File: src/rtl/ws_stream_fifo.sv
// ws_stream_fifo: synchronous valid/ready FIFO with show-ahead output.
// Words are buffered ahead of a WIDTH_S-wide consumer stage. All handshake
// outputs, occupancy and the head word are registered, so nothing on the
// output side depends combinationally on wr_vld or rd_rdy.
// Optional feature: define WS_STREAM_FIFO_PEAK_EN to add the peak occupancy
// tracker (peak_clr / peak_count ports).
module ws_stream_fifo #(
  parameter int WIDTH_S  = 8,
  parameter int DEPTH    = 16,
  parameter int AFULL_TH = 12,
  localparam int AW      = $clog2(DEPTH)
) (
  input  logic               clk,
  input  logic               rst,
  input  logic               wr_vld,
  output logic               wr_rdy,
  input  logic [WIDTH_S-1:0] wr_data,
  output logic               rd_vld,
  input  logic               rd_rdy,
  output logic [WIDTH_S-1:0] rd_data,
  output logic [AW:0]        count,
  output logic               afull
`ifdef WS_STREAM_FIFO_PEAK_EN
  ,
  input  logic               peak_clr,
  output logic [AW:0]        peak_count
`endif
);

  localparam logic [AW:0] AFULL_TH_V = (AW+1)'(AFULL_TH);
  localparam logic [AW:0] PTR_ONE    = (AW+1)'(1);

  logic [WIDTH_S-1:0] mem_r [DEPTH];

  logic [AW:0]        wr_ptr_r;
  logic [AW:0]        rd_ptr_r;
  logic [AW:0]        count_r;
  logic               wr_rdy_r;
  logic               rd_vld_r;
  logic               afull_r;
  logic [WIDTH_S-1:0] rd_data_r;

  logic               wr_en_s;
  logic               rd_en_s;
  logic [AW:0]        wr_ptr_nxt_s;
  logic [AW:0]        rd_ptr_nxt_s;
  logic [AW:0]        count_nxt_s;
  logic               full_nxt_s;
  logic               empty_nxt_s;
  logic [WIDTH_S-1:0] rd_data_nxt_s;

  assign wr_rdy  = wr_rdy_r;
  assign rd_vld  = rd_vld_r;
  assign count   = count_r;
  assign afull   = afull_r;
  assign rd_data = rd_data_r;

  // Transfer qualification and next-state pointers/occupancy.
  always_comb begin
    wr_en_s      = wr_vld && wr_rdy_r;
    rd_en_s      = rd_vld_r && rd_rdy;
    wr_ptr_nxt_s = wr_ptr_r;
    rd_ptr_nxt_s = rd_ptr_r;
    if (wr_en_s) begin
      wr_ptr_nxt_s = wr_ptr_r + PTR_ONE;
    end else begin
      wr_ptr_nxt_s = wr_ptr_r;
    end
    if (rd_en_s) begin
      rd_ptr_nxt_s = rd_ptr_r + PTR_ONE;
    end else begin
      rd_ptr_nxt_s = rd_ptr_r;
    end
    count_nxt_s = wr_ptr_nxt_s - rd_ptr_nxt_s;
    full_nxt_s  = (wr_ptr_nxt_s[AW] != rd_ptr_nxt_s[AW]) &&
                  (wr_ptr_nxt_s[AW-1:0] == rd_ptr_nxt_s[AW-1:0]);
    empty_nxt_s = (wr_ptr_nxt_s == rd_ptr_nxt_s);
  end

  // Next head word: forward the incoming word when it lands in the slot that
  // becomes the head, otherwise read storage; hold while the FIFO stays empty.
  always_comb begin
    rd_data_nxt_s = rd_data_r;
    if (empty_nxt_s) begin
      rd_data_nxt_s = rd_data_r;
    end else if (wr_en_s && (wr_ptr_r[AW-1:0] == rd_ptr_nxt_s[AW-1:0])) begin
      rd_data_nxt_s = wr_data;
    end else begin
      rd_data_nxt_s = mem_r[rd_ptr_nxt_s[AW-1:0]];
    end
  end

  // Storage array write port; contents are intentionally not reset.
  always_ff @(posedge clk) begin
    if (wr_en_s) begin
      mem_r[wr_ptr_r[AW-1:0]] <= wr_data;
    end
  end

  // Pointers, occupancy, flags and the registered head word.
  always_ff @(posedge clk or posedge rst) begin
    if (rst) begin
      wr_ptr_r  <= '0;
      rd_ptr_r  <= '0;
      count_r   <= '0;
      wr_rdy_r  <= 1'b1;
      rd_vld_r  <= 1'b0;
      afull_r   <= 1'b0;
      rd_data_r <= '0;
    end else begin
      wr_ptr_r  <= wr_ptr_nxt_s;
      rd_ptr_r  <= rd_ptr_nxt_s;
      count_r   <= count_nxt_s;
      wr_rdy_r  <= !full_nxt_s;
      rd_vld_r  <= !empty_nxt_s;
      afull_r   <= (count_nxt_s >= AFULL_TH_V);
      rd_data_r <= rd_data_nxt_s;
    end
  end

`ifdef WS_STREAM_FIFO_PEAK_EN
  logic [AW:0] peak_r;

  assign peak_count = peak_r;

  // Peak occupancy tracker; a clear reloads it with the next occupancy.
  always_ff @(posedge clk or posedge rst) begin
    if (rst) begin
      peak_r <= '0;
    end else if (peak_clr) begin
      peak_r <= count_nxt_s;
    end else if (count_nxt_s > peak_r) begin
      peak_r <= count_nxt_s;
    end else begin
      peak_r <= peak_r;
    end
  end
`endif

endmodule
File: config.mk
export PLATFORM = sky130hd
export DESIGN_NAME = ws_stream_fifo
export DESIGN_NICKNAME = d
export VERILOG_FILES = /design/src/rtl/ws_stream_fifo.sv
export SDC_FILE = /design/constraint.sdc
export NUM_CORES = 1
export LEC_CHECK = 0
export ABC_AREA = 0
export CORE_ASPECT_RATIO = 1.4
export CORE_MARGIN = 5
export CORE_UTILIZATION = 45
export DETAILED_ROUTE_END_ITERATION = 12
export PLACE_DENSITY = 0.69
export REMOVE_ABC_BUFFERS = 1
export SYNTH_ARGS = -nofsm -noshare
export SYNTH_HDL_FRONTEND = slang
export SYNTH_SLANG_ARGS = --single-unit
File: constraint.sdc
create_clock -name clk -period 3.81 [get_ports clk]
set_clock_uncertainty 0.1 [all_clocks]
set_input_delay 0.762 -clock clk [delete_from_list [all_inputs] [get_ports clk]]
set_output_delay 0.762 -clock clk [all_outputs]
set_load 0.1 [all_outputs]
==> impl_metrics.ini <==
[outcome]
run_status = completed

[route]
drc = 0
routed_via_density = 6.48
first_iter_violations = 550
wire_per_inst_um = 22.7
vias = 5807
wl_mm = 20.3
first_pass_iters = 6
antenna_left = 0

[critical_path]
startpoint_type = input pin
criticalPathCategory = in2reg
cp_data_required_time_ns = 4.03
r2r_start = rd_ptr_r[0]
slowest_stage = clkdlybuf4s50_1
path_cells = clkdlybuf4s50_1 > and2_2 > buf_12 > mux2i_1 > fa_1 > o21ai_0 > maj3_1 > xnor2_1 > a21o_1
cp.arrival_ns = 3.46
cpPeakStageDelay_ns = 0.54
cp-end-kind = flip-flop
worstPathMaxFanout = 67
startpoint = rd_rdy

[hold_path]
hold_start = rd_ptr_r[4]
min_path_type = reg2reg

[cts]
numCtsBuffers = 17
cts.reportedPaths.clkPinSlew_ns = 0.06
cts_resized = 0
worstSkewPairLatency_ns = 0.42
htreeDepth = 4
clock_sinks = 154
post-cts-setup-buffers = 0
clockBufferDepth = 2
clockRootBuffer = clkbuf_16
cts_hold_buf = 0
cts_tree = done

[sta]
finalSetupViolCount = 0
worst_slew_pin_slew_ns = 0.990
hold_slack_ns = 0.460
slew-limit-headroom = 0.338
slew_violations = 0
fmax_mhz = 308
fin_crit_sh = 0.852
hold_violations = 0
fin_crit_ns = 3.25
rsz0062_at_grt = false
tns_ns = 0

[finish]
syn2layout_area_growth_pct = 14.8
stdcell_area_um2 = 8720
fin_nets = 700
diodes = 0
multiInputGateArea_um2 = 2770
seq_area_um2 = 4500
final_cells = 896
nFillCells = 1367
drive_gt1_frac = 0.114

[grt]
grt_pass1_wl_mm = 31.6
global_route.usage.met2 = 0.349
track_usage = 0.212
overflow = 0
antenna_found_initial = 0
grt_max_degree = 115
top_usage_layer = met2
grt_pass1_vias = 5646
use_met1 = 0.269
grt.met3_usage = 0.0434

[placement]
place_area_um2 = 8130
port_buffers = 27
dp_hpwl_mm = 12.3
dp.cells = 864
routabilityCongestion = 0.841

[logic_synthesis]
synth_most_common_cell = edfxtp_1
syn_area_per_cell_um2 = 11.5
syn_inst = 659
ys_ff_latch = 154
yosysTopAreaCell = edfxtp_1
synth_common_cells = 128 x edfxtp_1, 75 x nor3_1, 46 x nor2_1
yosysTopAreaCellShare = 0.506
synthTopCellsByArea = edfxtp_1 51%, dfrtp_1 8.2%, nor3_1 4.9%
yosysWarnings = 0
ys.flop_type = edfxtp_1
postSynth.asyncResetShare = 0.169
syn_area_um2 = 7600
synth_edf_count = 128
synth-seq-area-share = 0.592
yosysUniqueCellTypes = 43

[die]
fp.dieH_um = 164
fp.dieW_um = 120
rows = 56
pin_count = 28
dieArea_um2 = 19600
start_util = 0.456
coreArea_um2 = 16700

[flow_run]
drv_cap = 0
[metrics by stage]
stage           util  setup WS [ns]
3_5_place_dp   0.488          0.114
5_1_grt        0.523          0.435
2_1_floorplan      -          -1.39
6_report       0.523          0.562
4_1_cts        0.523          0.567
3_3_place_gp   0.488          0.208
[final timing paths]
kind	cells past startpoint	slack (ns)	to
worst min-delay path	2	0.46	rd_ptr_r[4]
worst max-delay path	9	0.56	afull
worst min register to register	2	0.46	rd_ptr_r[4]
max in group asynchronous	3	2.31	wr_rdy
min in group asynchronous	2	0.60	wr_ptr_r[0]
worst max register to register	7	0.82	rd_data[7]
[flip-flops by register name (all words and copies together) (netlist names), named ones only]
register and count:
wr_rdy 1, wr_ptr_r 4, count 5, afull 1, mem_r 128, rd_data 8
rd_ptr_r 5, rd_vld 1
[logic make-up (layout without fill, tap and decap cells)]
family,after synthesis,count (layout),share of synthesized area
XOR/XNOR,19,19,0.0298
multiplexers,1,1,0.00132
adder cells (fa/ha/maj),9,9,0.0155
AO/OA/AOI/OAI,144,144,0.135
flip-flops,154,154,0.592
AND/OR/NAND/NOR,260,260,0.181
buffers and inverters,72,106,0.0456
[final cells by class]
type | instances | share of cell area
flip-flops and latches | 154 | 0.516
multi-input cells | 433 | 0.318
repair buffers | 58 | 0.0620
inverters | 16 | 0.00718
well taps | 203 | 0.0291
clock inverters | 15 | 0.0187
clock buffers | 17 | 0.0488
[cell usage in the layout (no fill, tap or decap), types with 2 or more instances in the layout]
| cell type | instances |
|---|---|
| edfxtp_1 | 128 |
| nor3_1 | 75 |
| nor2_1 | 46 |
| nand3_1 | 35 |
| nand2b_1 | 33 |
| nor2b_1 | 32 |
| o211ai_1 | 31 |
| o22ai_1 | 31 |
| buf_4 | 28 |
| clkdlybuf4s50_1 | 27 |
| nor4_1 | 24 |
| dfrtp_1 | 23 |
| a21oi_1 | 20 |
| clkbuf_16 | 17 |
| a311oi_1 | 16 |
| a31oi_1 | 15 |
| inv_1 | 13 |
| xor2_1 | 8 |
| a211o_1 | 8 |
| nand2_1 | 7 |
| o41ai_1 | 7 |
| a2bb2oi_1 | 7 |
| xnor2_1 | 6 |
| ha_1 | 6 |
| inv_6 | 6 |
| xnor2_4 | 3 |
| o21ai_0 | 3 |
| clkinvlp_4 | 3 |
| buf_12 | 3 |
| nand4_1 | 2 |
| xnor2_2 | 2 |
| nor3_4 | 2 |
| inv_2 | 2 |
| o31ai_1 | 2 |
| a21o_1 | 2 |
| clkinv_1 | 2 |
| bufinv_16 | 2 |
[metal layers]
metal	wire, um	up-vias	part of all wire
met5	0	-	0
met4	907	0	0.045
met1	7860	2858	0.39
met2	10000	304	0.49
li1	-	2587	-
met3	1540	58	0.075
[worst max-delay path, delay by kind of cell]
| kind | cells | cell delay (ns) |
|---|---|---|
| muxes | 1 | 0.46 |
| xor gates and xnor gates | 1 | 0.15 |
| AOI/OAI and AO/OA | 2 | 0.27 |
| and+or+nand+nor | 1 | 0.27 |
| adders and majority gates | 2 | 0.68 |
| buffers and inverters | 2 | 0.87 |
Power is not shown: default switching activity piles up to over one toggle a cycle in this logic, so the estimate is an artifact.
